--- config.mk ---
export PLATFORM = sky130hd
export DESIGN_NAME = wb_stage_reg
export DESIGN_NICKNAME = d
export VERILOG_FILES = /design/src/rtl/wb_stage_reg.sv
export SDC_FILE = /design/constraint.sdc
export NUM_CORES = 1
export LEC_CHECK = 0
export CAP_MARGIN = 20
export CORE_MARGIN = 1
export CORE_UTILIZATION = 36
export CTS_CLUSTER_SIZE = 16
export DETAILED_ROUTE_END_ITERATION = 8
export HOLD_SLACK_MARGIN = 0.08
export MAX_ROUTING_LAYER = met4
export PLACE_DENSITY = 0.76
export SYNTH_ARGS = -nofsm -noshare
export SYNTH_HDL_FRONTEND = slang
export SYNTH_SLANG_ARGS = --single-unit
--- constraint.sdc ---
create_clock -name clk -period 2 [get_ports clk]
set_input_delay 0.2 -clock clk [delete_from_list [all_inputs] [get_ports clk]]
set_output_delay 0.2 -clock clk [all_outputs]
set_load 0.05 [all_outputs]
--- src/rtl/wb_stage_reg.sv ---
// -----------------------------------------------------------------------------
// wb_stage_reg -- M→W pipeline register for a 32-bit RISC-V style core.
//
// Purpose:
//   Captures the memory-stage results into the write-back stage. This includes:
//     - a reg_write qualification that suppresses writes to x0,
//     - optional load extension of the memory read data,
//     - an instruction-retired counter.
//   On each rising edge the actions are tried in this order:
//     reset > flush > stall > capture.
//
// Configuration:
//   WB_LOAD_EXT_EN  When this macro is defined, read_data_w is extended for
//                   loads (LB/LH/LW/LBU/LHU).
//                   When it is undefined, read_data_m is always passed through
//                   unchanged.
//
// Ports:
//   clk, reset         Clock and synchronous active-high reset.
//   stall_w            Hold every W register, including instret_w.
//   flush_w            Clear W control and data to a bubble. instret_w holds.
//   valid_m            The M slot holds a real instruction.
//   reg_write_m        The instruction writes rd.
//   result_src_m[1:0]  Result select: 00 ALU, 01 mem, 10 PC+4, 11 imm.
//   rd_m[4:0]          Destination register index.
//   funct3_m[2:0]      Load type.
//   addr_lo_m[1:0]     Byte offset of the load.
//   alu_result_m, read_data_m, pc_plus4_m, imm_ext_m   Result candidates.
//   valid_w, reg_write_w, result_src_w, rd_w           Registered control.
//   alu_result_w, read_data_w, pc_plus4_w, imm_ext_w   Registered data
//                                                      (result mux d0..d3).
//   instret_w[31:0]    Count of instructions retired into W. Wraps silently.
// -----------------------------------------------------------------------------
module wb_stage_reg #(
   parameter int XLEN = 32
) (
   input  logic            clk,
   input  logic            reset,
   input  logic            stall_w,
   input  logic            flush_w,
   input  logic            valid_m,
   input  logic            reg_write_m,
   input  logic [1:0]      result_src_m,
   input  logic [4:0]      rd_m,
   input  logic [2:0]      funct3_m,
   input  logic [1:0]      addr_lo_m,
   input  logic [XLEN-1:0] alu_result_m,
   input  logic [XLEN-1:0] read_data_m,
   input  logic [XLEN-1:0] pc_plus4_m,
   input  logic [XLEN-1:0] imm_ext_m,
   output logic            valid_w,
   output logic            reg_write_w,
   output logic [1:0]      result_src_w,
   output logic [4:0]      rd_w,
   output logic [XLEN-1:0] alu_result_w,
   output logic [XLEN-1:0] read_data_w,
   output logic [XLEN-1:0] pc_plus4_w,
   output logic [XLEN-1:0] imm_ext_w,
   output logic [31:0]     instret_w
);

`ifdef WB_LOAD_EXT_EN
   localparam bit LOAD_EXT_EN = 1'b1;
`else
   localparam bit LOAD_EXT_EN = 1'b0;
`endif

   logic            valid_reg;
   logic            reg_write_reg;
   logic [1:0]      result_src_reg;
   logic [4:0]      rd_reg;
   logic [XLEN-1:0] alu_result_reg;
   logic [XLEN-1:0] read_data_reg;
   logic [XLEN-1:0] pc_plus4_reg;
   logic [XLEN-1:0] imm_ext_reg;
   logic [31:0]     instret_reg;

   logic [31:0]     instret_next;
   logic [7:0]      load_byte;
   logic [15:0]     load_half;
   logic [XLEN-1:0] load_data;

   assign instret_next = instret_reg + 32'd1;

   // Select the byte or halfword that the load addresses. Bit 0 of the offset
   // is ignored for halfwords, so a misaligned LH reads the aligned half.
   always_comb begin
      load_byte = read_data_m[7:0];
      case (addr_lo_m)
         2'd0:    load_byte = read_data_m[7:0];
         2'd1:    load_byte = read_data_m[15:8];
         2'd2:    load_byte = read_data_m[23:16];
         default: load_byte = read_data_m[31:24];
      endcase
      load_half = addr_lo_m[1] ? read_data_m[31:16] : read_data_m[15:0];
   end

   // Only memory results are extended. Any other result_src passes the
   // memory data through unchanged. So do unknown funct3 codes.
   always_comb begin
      load_data = read_data_m;
      if (LOAD_EXT_EN && (result_src_m == 2'b01)) begin
         case (funct3_m)
            3'b000:  load_data = {{(XLEN-8){load_byte[7]}}, load_byte};
            3'b001:  load_data = {{(XLEN-16){load_half[15]}}, load_half};
            3'b100:  load_data = {{(XLEN-8){1'b0}}, load_byte};
            3'b101:  load_data = {{(XLEN-16){1'b0}}, load_half};
            default: load_data = read_data_m;
         endcase
      end
   end

   always_ff @(posedge clk) begin
      if (reset) begin
         valid_reg      <= 1'b0;
         reg_write_reg  <= 1'b0;
         result_src_reg <= 2'b00;
         rd_reg         <= 5'd0;
         alu_result_reg <= '0;
         read_data_reg  <= '0;
         pc_plus4_reg   <= '0;
         imm_ext_reg    <= '0;
         instret_reg    <= 32'd0;
      end else if (flush_w) begin
         // Insert a bubble. The retired count is not touched.
         valid_reg      <= 1'b0;
         reg_write_reg  <= 1'b0;
         result_src_reg <= 2'b00;
         rd_reg         <= 5'd0;
         alu_result_reg <= '0;
         read_data_reg  <= '0;
         pc_plus4_reg   <= '0;
         imm_ext_reg    <= '0;
      end else if (!stall_w) begin
         valid_reg      <= valid_m;
         // Writes to x0 and bubbles never reach the register file.
         reg_write_reg  <= reg_write_m & valid_m & (rd_m != 5'd0);
         result_src_reg <= result_src_m;
         rd_reg         <= rd_m;
         alu_result_reg <= alu_result_m;
         read_data_reg  <= load_data;
         pc_plus4_reg   <= pc_plus4_m;
         imm_ext_reg    <= imm_ext_m;
         if (valid_m) begin
            instret_reg <= instret_next;
         end
      end
   end

   assign valid_w      = valid_reg;
   assign reg_write_w  = reg_write_reg;
   assign result_src_w = result_src_reg;
   assign rd_w         = rd_reg;
   assign alu_result_w = alu_result_reg;
   assign read_data_w  = read_data_reg;
   assign pc_plus4_w   = pc_plus4_reg;
   assign imm_ext_w    = imm_ext_reg;
   assign instret_w    = instret_reg;

endmodule

=== After elaboration in Yosys (flattened, before gate mapping) ===
Index checks and enable logic that the tools add are counted.
W data, S select, Z words.

* Flip-flop bits (word level): 169
* Input bits: 146
* Output and inout bits: 169
* Logic and storage cells: 17

* Add/subtract/negate cells: 1
* Bitwise logic cells: 4
* Reductions and logical operators: 3

{| class="wikitable"
|+ Operator list
! cell !! count
|-
| $add A32 B1 Y32 const B || 1
|-
| $reduce_bool A5 Y1 || 1
|-
| $reduce_and A3 Y1 || 1
|-
| $and A1 B1 Y1 || 2
|-
| $not A1 Y1 || 2
|-
| $reduce_or A2 Y1 || 1
|}

=== Longest topological paths before layout ===
Gate-level depths: netlist of run 1.

* Depth in word-level cells: 2
* Gate-level depth with buffers: 7
* Gate-level depth less buffers: 5

=== Worst setup path after synthesis of run 1 ===
No wires, ideal clock.

* Kind: register to register
* From: register instret_reg[10] (netlist: instret_w[10])
* To: register instret_reg[29] (netlist: instret_w[29])
* Setup time: 0.121 ns
* Arrival time: 2.282 ns
* Data required time: 1.879 ns
* Slack: -0.403 ns
* Cell stages (with the launch flop): 7
* Buffers on the path: 2
* Period minus slack after synthesis: 2.403 ns
* Path through: dfxtp_1 -> nand4_2 -> or4_1 -> buf_2 -> buf_6 -> nor4_2 -> mux2_2

* Longest elaborated chain between the ends: 1

{| class="wikitable"
|+ Ends and longest elaborated chain
! what !! line !! RTL
|-
| start, declared || 76 || <nowiki>logic [31:0] instret_reg;</nowiki>
|-
| start signal, assigned || 145 || <nowiki>instret_reg <= instret_next;</nowiki>
|-
| $add A32 B1 Y32 || 83 || <nowiki>assign instret_next = instret_reg + 32'd1;</nowiki>
|}

No other way between the ends.
A chain may end at the register's enable or synchronous reset.

=== Final worst setup path of run 1 ===
* From: register instret_reg[4] (netlist: instret_w[4])
* To: register instret_reg[31] (netlist: instret_w[31])

Same word-level chain as after synthesis.

==> metrics.cfg, run 1 <==
[grt]
grt_pass1_vias = 5514
antenna_found_initial = 0
overflow = 0
grt.total_usage = 0.201
grt_start_max_net_pins = 139
grt_pass1_wl_um = 27600

[logic_synthesis]
yosysTopAreaCell = dfxtp_1
syn_nets = 773
synth.avg_cell_area_um2 = 10.1
synth_adder_area_share = 0.00197
synth.area.top_cells = dfxtp_1 (53%), mux2i_1 (21%), nor2_1 (8.8%), or4_1 (2.1%), a21oi_1 (1.7%)
synthTopCellsByCount = dfxtp_1 (169), nor2_1 (149), mux2i_1 (136)
synth_compound_area_frac = 0.0383
synth_top_area_frac = 0.533
yosysSeqAreaShare = 0.533
yosysMostFrequentCell = dfxtp_1
synth-simple-area-share = 0.164
async_flop_share = 0
synth_xor_area_frac = 0.0110
synth_cell_type_count = 32
yosysWarnings = 0
synthesis.area_um2 = 6340
syn_inst = 626
synth-main-ff-cell = dfxtp_1
ys_ff_latch = 169
synth_mux_area_frac = 0.222
synth_edf_count = 0
synth_top_family_by_area = multiplexers

[worst_setup_path]
critPathRequiredTime_ps = 2310
cp_max_fo = 25
critical_path_class = reg -> reg
crit_chain = nand4_1 -> or4_4 -> buf_12 -> nor4_1 -> mux2_2
worst_ep_arrival_time_ps = 2240
cpPeakStageDelay_ps = 530
crit_buf_inv = 1
crit_path_start_kind = flip-flop
cpMaxStageDelayCell = or4_4
cp_top_family = simple AND/OR/NAND/NOR gates
crit_path_end_kind = flip-flop

[power_and_ir_drop]
p_switching_mw = 2.06
p_int_mw = 5.76
power_density_nw_per_um2 = 744
clockPowerShare = 0.407
p_sw_frac = 0.264
comb_power_share = 0.148
sequentialPowerShare = 0.445
leakagePower_nw = 4.15
ir_drop_uv = 573

[drt]
post_drt_wl_per_cell_um = 15.0
first_iter_violations = 248
routed_via_density = 4.77
via_count = 5633
dr.pass1.iters = 4
final_antenna_net_count = 0
drc_errors = 0
routed_wl_um = 17800

[layout]
fin_util = 0.610
layout-drive-gt1-share = 0.106
final_nets = 1089
final_cells = 1180
area_delta_synth_final_pct = 65.7
antenna_cells = 0

[placement]
place_congestion = 0.805
portBuffers = 309
dp_hpwl_um = 12700
dp.cells = 1148

[die]
fp.dieArea_um2 = 18200
row_count = 48
pin_count = 315
fp.coreArea_um2 = 17200
start_util = 0.368
die_w_um = 135
die_h_um = 135

[clocking]
cts.sinks = 169
htree_levels = 4
cts.reportedPaths.clkPinSlew_ps = 60
cts_setup_buffers = 0
clockBufferDepth = 2
clock_latency_ps = 420
cts_tree = built
cts_inserted_buffers = 17
root_buffer = clkbuf_16

[run_status]
outcome = complete, no violations

[timing]
setup_viol = 0
hold_violations = 0
period_needed_ps = 1930
fmax_mhz = 519
post-route-period-util = 0.963
maxSlewViolCount = 0
tightest_slew_ps = 1020
rsz0062_at_grt = yes
skew_ps = 4.29
maxSlewHeadroom = 0.318

[run]
maxCapViolCount = 0

[worst_hold_path]
hold_class = in -> reg

==> power groups by stage <==
stage               clock network (mW)  logic (mW)  registers [mW]
finish                            3.18        1.16            3.48
global route                      3.39        1.22            3.49
CTS                               3.27        1.17            3.48
detailed placement                   0        1.16            3.56
global placement                     0        1.16            3.55
floorplan                            0       0.306            3.87
==> final cells by class <==
cell class / count / area [um2]
Fill cell: 1437 / 6730
Sequential cell: 169 / 3460
Timing Repair Buffer: 339 / 3390
Multi-Input combinational cell: 410 / 2800
Clock buffer: 20 / 447
Tap cell: 225 / 282
Clock inverter: 12 / 115
Inverter: 5 / 18.8
==> per-stage QoR <==
stage                     setup TNS, ps  total power, mW  hold WS [ps]  instance area (um2)  worst slack [ps]
after floorplan                    -111             4.18           344                 6430             -37.3
after global placement            -1070             4.71           452                 9930              -167
after detailed placement          -1650             4.72           458                 9930              -156
after CTS                             0             7.92           278                10500              22.4
after global routing              -70.4             8.11           300                10500             -38.3
final                                 0             7.82           289                10500              74.9
==> final timing paths <==
path	start	to	slack, ps	depth (start not counted)
max reg2reg	instret_w[4]$_SDFFE_PP0P_	instret_w[31]$_SDFFE_PP0P_	70	5
min reg2reg	reg_write_w$_SDFFE_PP0N_	reg_write_w$_SDFFE_PP0N_	470	2
min	stall_w	instret_w[0]$_SDFFE_PP0P_	290	5
max	instret_w[4]$_SDFFE_PP0P_	instret_w[31]$_SDFFE_PP0P_	70	5
==> logic make-up after synthesis <==
logic type | count (synthesis)
adders and majority gates | 1
AOI/OAI and AO/OA | 41
buffers and inverters | 47
DFF | 169
and+or+nand+nor | 220
muxes | 140
xor gates and xnor gates | 8
==> per-layer routing <==
| metal | up-vias | share of wire | global-route usage |
|---|---|---|---|
| li1 | 2788 | - | - |
| met5 | - | 0 | - |
| met1 | 2638 | 0.41 | 0.225 |
| met3 | 21 | 0.081 | 0.0702 |
| met2 | 186 | 0.49 | 0.335 |
| met4 | 0 | 0.014 | 0.0612 |
==> worst reg2reg max path, delay by kind of cell, from the launching register on <==
kind | cells | cell delay [ps]
buf+inv | 1 | 170
flops | 1 | 340
mux | 1 | 360
simple gates | 3 | 940
==> cell usage in the layout (no fill, tap or decap), types with 4 or more instances in the layout <==
master | netlist | routed
inv_6 | 0 | 4
or4_1 | 18 | 16
or3_1 | 5 | 5
nand2_1 | 10 | 10
mux2i_1 | 136 | 136
buf_4 | 0 | 24
nand4_1 | 6 | 6
xor2_1 | 5 | 5
inv_1 | 5 | 5
mux2_2 | 4 | 4
dfxtp_4 | 0 | 16
dfxtp_1 | 169 | 141
a21oi_1 | 21 | 21
o31ai_1 | 14 | 14
dfxtp_2 | 0 | 12
clkdlybuf4s50_1 | 0 | 308
nor2b_1 | 5 | 5
o21ai_0 | 5 | 5
nand3_1 | 11 | 11
buf_12 | 0 | 6
nor2_1 | 149 | 149
clkbuf_16 | 0 | 17
==> flip-flops by register name (all words and copies together) (netlist names) <==
register / count
reg_write_w: 1
rd_w: 5
instret_w: 32
read_data_w: 32
pc_plus4_w: 32
alu_result_w: 32
valid_w: 1
imm_ext_w: 32
result_src_w: 2
==> timing repair <==
item / 4_1_cts / 5_1_grt
endpoints found under the setup margin: 0 / 11
hold buffers: 0 / 0
resized for setup: 0 / 3
(Power assumes the default switching activity.)
==> run 2, diff against run 1 <==
--- a/config.mk
+++ b/config.mk
@@ -16,3 +16,4 @@
 export SYNTH_ARGS = -nofsm -noshare
 export SYNTH_HDL_FRONTEND = slang
 export SYNTH_SLANG_ARGS = --single-unit
+export TNS_END_PERCENT = 50
==> results of run 2 <==
No change in the layout: final DEF, timing and power equal those of run 1.
==> run 3, diff against run 2 <==
--- a/config.mk
+++ b/config.mk
@@ -7,12 +7,11 @@
 export LEC_CHECK = 0
 export CAP_MARGIN = 20
 export CORE_MARGIN = 1
-export CORE_UTILIZATION = 36
+export CORE_UTILIZATION = 25
 export CTS_CLUSTER_SIZE = 16
 export DETAILED_ROUTE_END_ITERATION = 8
 export HOLD_SLACK_MARGIN = 0.08
 export MAX_ROUTING_LAYER = met4
-export PLACE_DENSITY = 0.76
 export SYNTH_ARGS = -nofsm -noshare
 export SYNTH_HDL_FRONTEND = slang
 export SYNTH_SLANG_ARGS = --single-unit
==> metrics.cfg, run 3 (synthesis gave the netlist of run 1 again) <==
[run_status]
outcome = complete, no violations

[worst_setup_path]
cpMaxStageDelayCell = clkdlybuf4s50_1
cpPeakStageDelay_ps = 800
reg2reg_to = instret_w[27]$_SDFFE_PP0P_
crit_path_end_kind = output pin
cp_max_fo = 3
cp_top_family = buffers and inverters
reg2regPathDepth = 5
crit_buf_inv = 2
worst_ep_arrival_time_ps = 1730
r2r-start = instret_w[13]$_SDFFE_PP0P_
crit_path_start_kind = flip-flop
crit_chain = buf_4 -> clkdlybuf4s50_1
worst-path-stages = 2
regToRegSetupSlack_ps = 70
critical_path_class = reg -> out
critPathRequiredTime_ps = 1800

[drt]
final_antenna_net_count = 0
via_count = 5626
routed_via_density = 4.40
first_iter_violations = 222
drc_errors = 0
post_drt_wl_per_cell_um = 15.0
dr.pass1.iters = 4
routed_wl_um = 19300

[die]
fp.dieArea_um2 = 26000
fp.coreArea_um2 = 24600
pin_count = 315
die_h_um = 161
die_w_um = 161
row_count = 57
start_util = 0.258

[worst_hold_path]
hold_class = in -> reg
hold_depth = 5
hold_end = instret_w[0]$_SDFFE_PP0P_
min_from = stall_w

[placement]
portBuffers = 309
dp_hpwl_um = 13400
dp.cells = 1243
place_congestion = 0.759
place_area_um2 = 9990

[layout]
final_cells = 1280
mostFrequentLayoutCell = clkdlybuf4s50_1
layout-drive-gt1-share = 0.114
antenna_cells = 0
area_delta_synth_final_pct = 69.1
final_nets = 1090
mostFrequentLayoutCells = clkdlybuf4s50_1 (308), nor2_1 (149), dfxtp_1 (141)
final.fill_count = 2370
finalInstanceArea_um2 = 10700

[grt]
grt.total_usage = 0.151
antenna_found_initial = 0
overflow = 0
grt_pass1_vias = 5682
grt_pass1_wl_um = 30200
grt_start_max_net_pins = 86

[power_and_ir_drop]
power_density_nw_per_um2 = 751
power_mw = 8.05
leakagePower_nw = 4.20
ir_drop_uv = 430

[timing]
maxSlewViolCount = 0
period_needed_ps = 1930
tns_ps = 0
post-route-period-util = 0.966
fmax_mhz = 518
timing.hold.ws_ps = 270
setup_viol = 0
skew_ps = 8.35
tightest_slew_ps = 910
maxSlewHeadroom = 0.393
hold_violations = 0

[clocking]
cts_tree = built
cts.reportedPaths.clkPinSlew_ps = 80
root_buffer = clkbuf_16
clock_latency_ps = 420
cts_inserted_buffers = 17
htree_levels = 4
cts.sinks = 169
clockBufferDepth = 2

[run]
maxCapViolCount = 0

==> run 3: cell count changes in the layout (fill, tap and decap cells not counted), moves of 2 or more <==
cell and delta:
clkbuf_1 -2, a21oi_2 +2, inv_8 +4, clkinvlp_4 -2, a21oi_1 -2, buf_12 -2, nor4_4 +2, clkinv_8 +3
buf_4 +2
==> run 3: worst max path at each step <==
| stage | start | endpoint |
|---|---|---|
| finish | instret_w[0]$_SDFFE_PP0P_ | instret_w[0] |
| detailed placement | flush_w | instret_w[12]$_SDFFE_PP0P_ |
| global placement | flush_w | instret_w[10]$_SDFFE_PP0P_ |
| CTS | instret_w[1]$_SDFFE_PP0P_ | instret_w[10]$_SDFFE_PP0P_ |
| floorplan | instret_w[15]$_SDFFE_PP0P_ | instret_w[29]$_SDFFE_PP0P_ |
| global route | instret_w[19]$_SDFFE_PP0P_ | instret_w[31]$_SDFFE_PP0P_ |
==> run 3: area by class of cell <==
type                       instances  area (um2)  area share
clock buffer                      17         425      0.0397
clock inverter                    15         179      0.0167
inverter                           5        18.8     0.00175
multi-input combinational        410        2840       0.265
sequential                       169        3460       0.322
tap                              324         405      0.0378
timing repair buffer             340        3390       0.316
==> run 3: where the power goes <==
part           switching [mW]  total [mW]  internal (mW)
clock                    1.62        3.41           1.80
sequential             0.0463        3.48           3.43
combinational           0.612        1.16          0.548
total                    2.27        8.05           5.78
==> run 3: routing by layer <==
layer,up-vias,share of wire,track usage
met5,-,0,-
met4,0,0.0050,0.0399
met2,203,0.47,0.235
li1,2783,-,-
met1,2634,0.45,0.184
met3,6,0.080,0.0539
==> run 3: worst min-delay path: cells and delay by family <==
kind / cells / cell delay [ps]
xor gates and xnor gates: 1 / 130
buffers and inverters: 2 / 240
and+or+nand+nor: 2 / 100
==> run 3: timing repair <==
| action | 4_1_cts | 5_1_grt |
|---|---|---|
| buffers inserted | 0 | 4 |
| cloned | 0 | 1 |
| pin swaps | 0 | 2 |
| resized for setup | 1 | 13 |
| endpoints found under the setup margin | 1 | 12 |
| hold buffers | 0 | 0 |
==> run 3: metrics by stage <==
step | utilization | setup slack (ps)
after floorplan | - | -37.3
after global placement | 0.406 | -237
after detailed placement | 0.406 | -241
after CTS | 0.431 | 19.6
after global routing | 0.436 | -6.74
final | 0.436 | 68.2
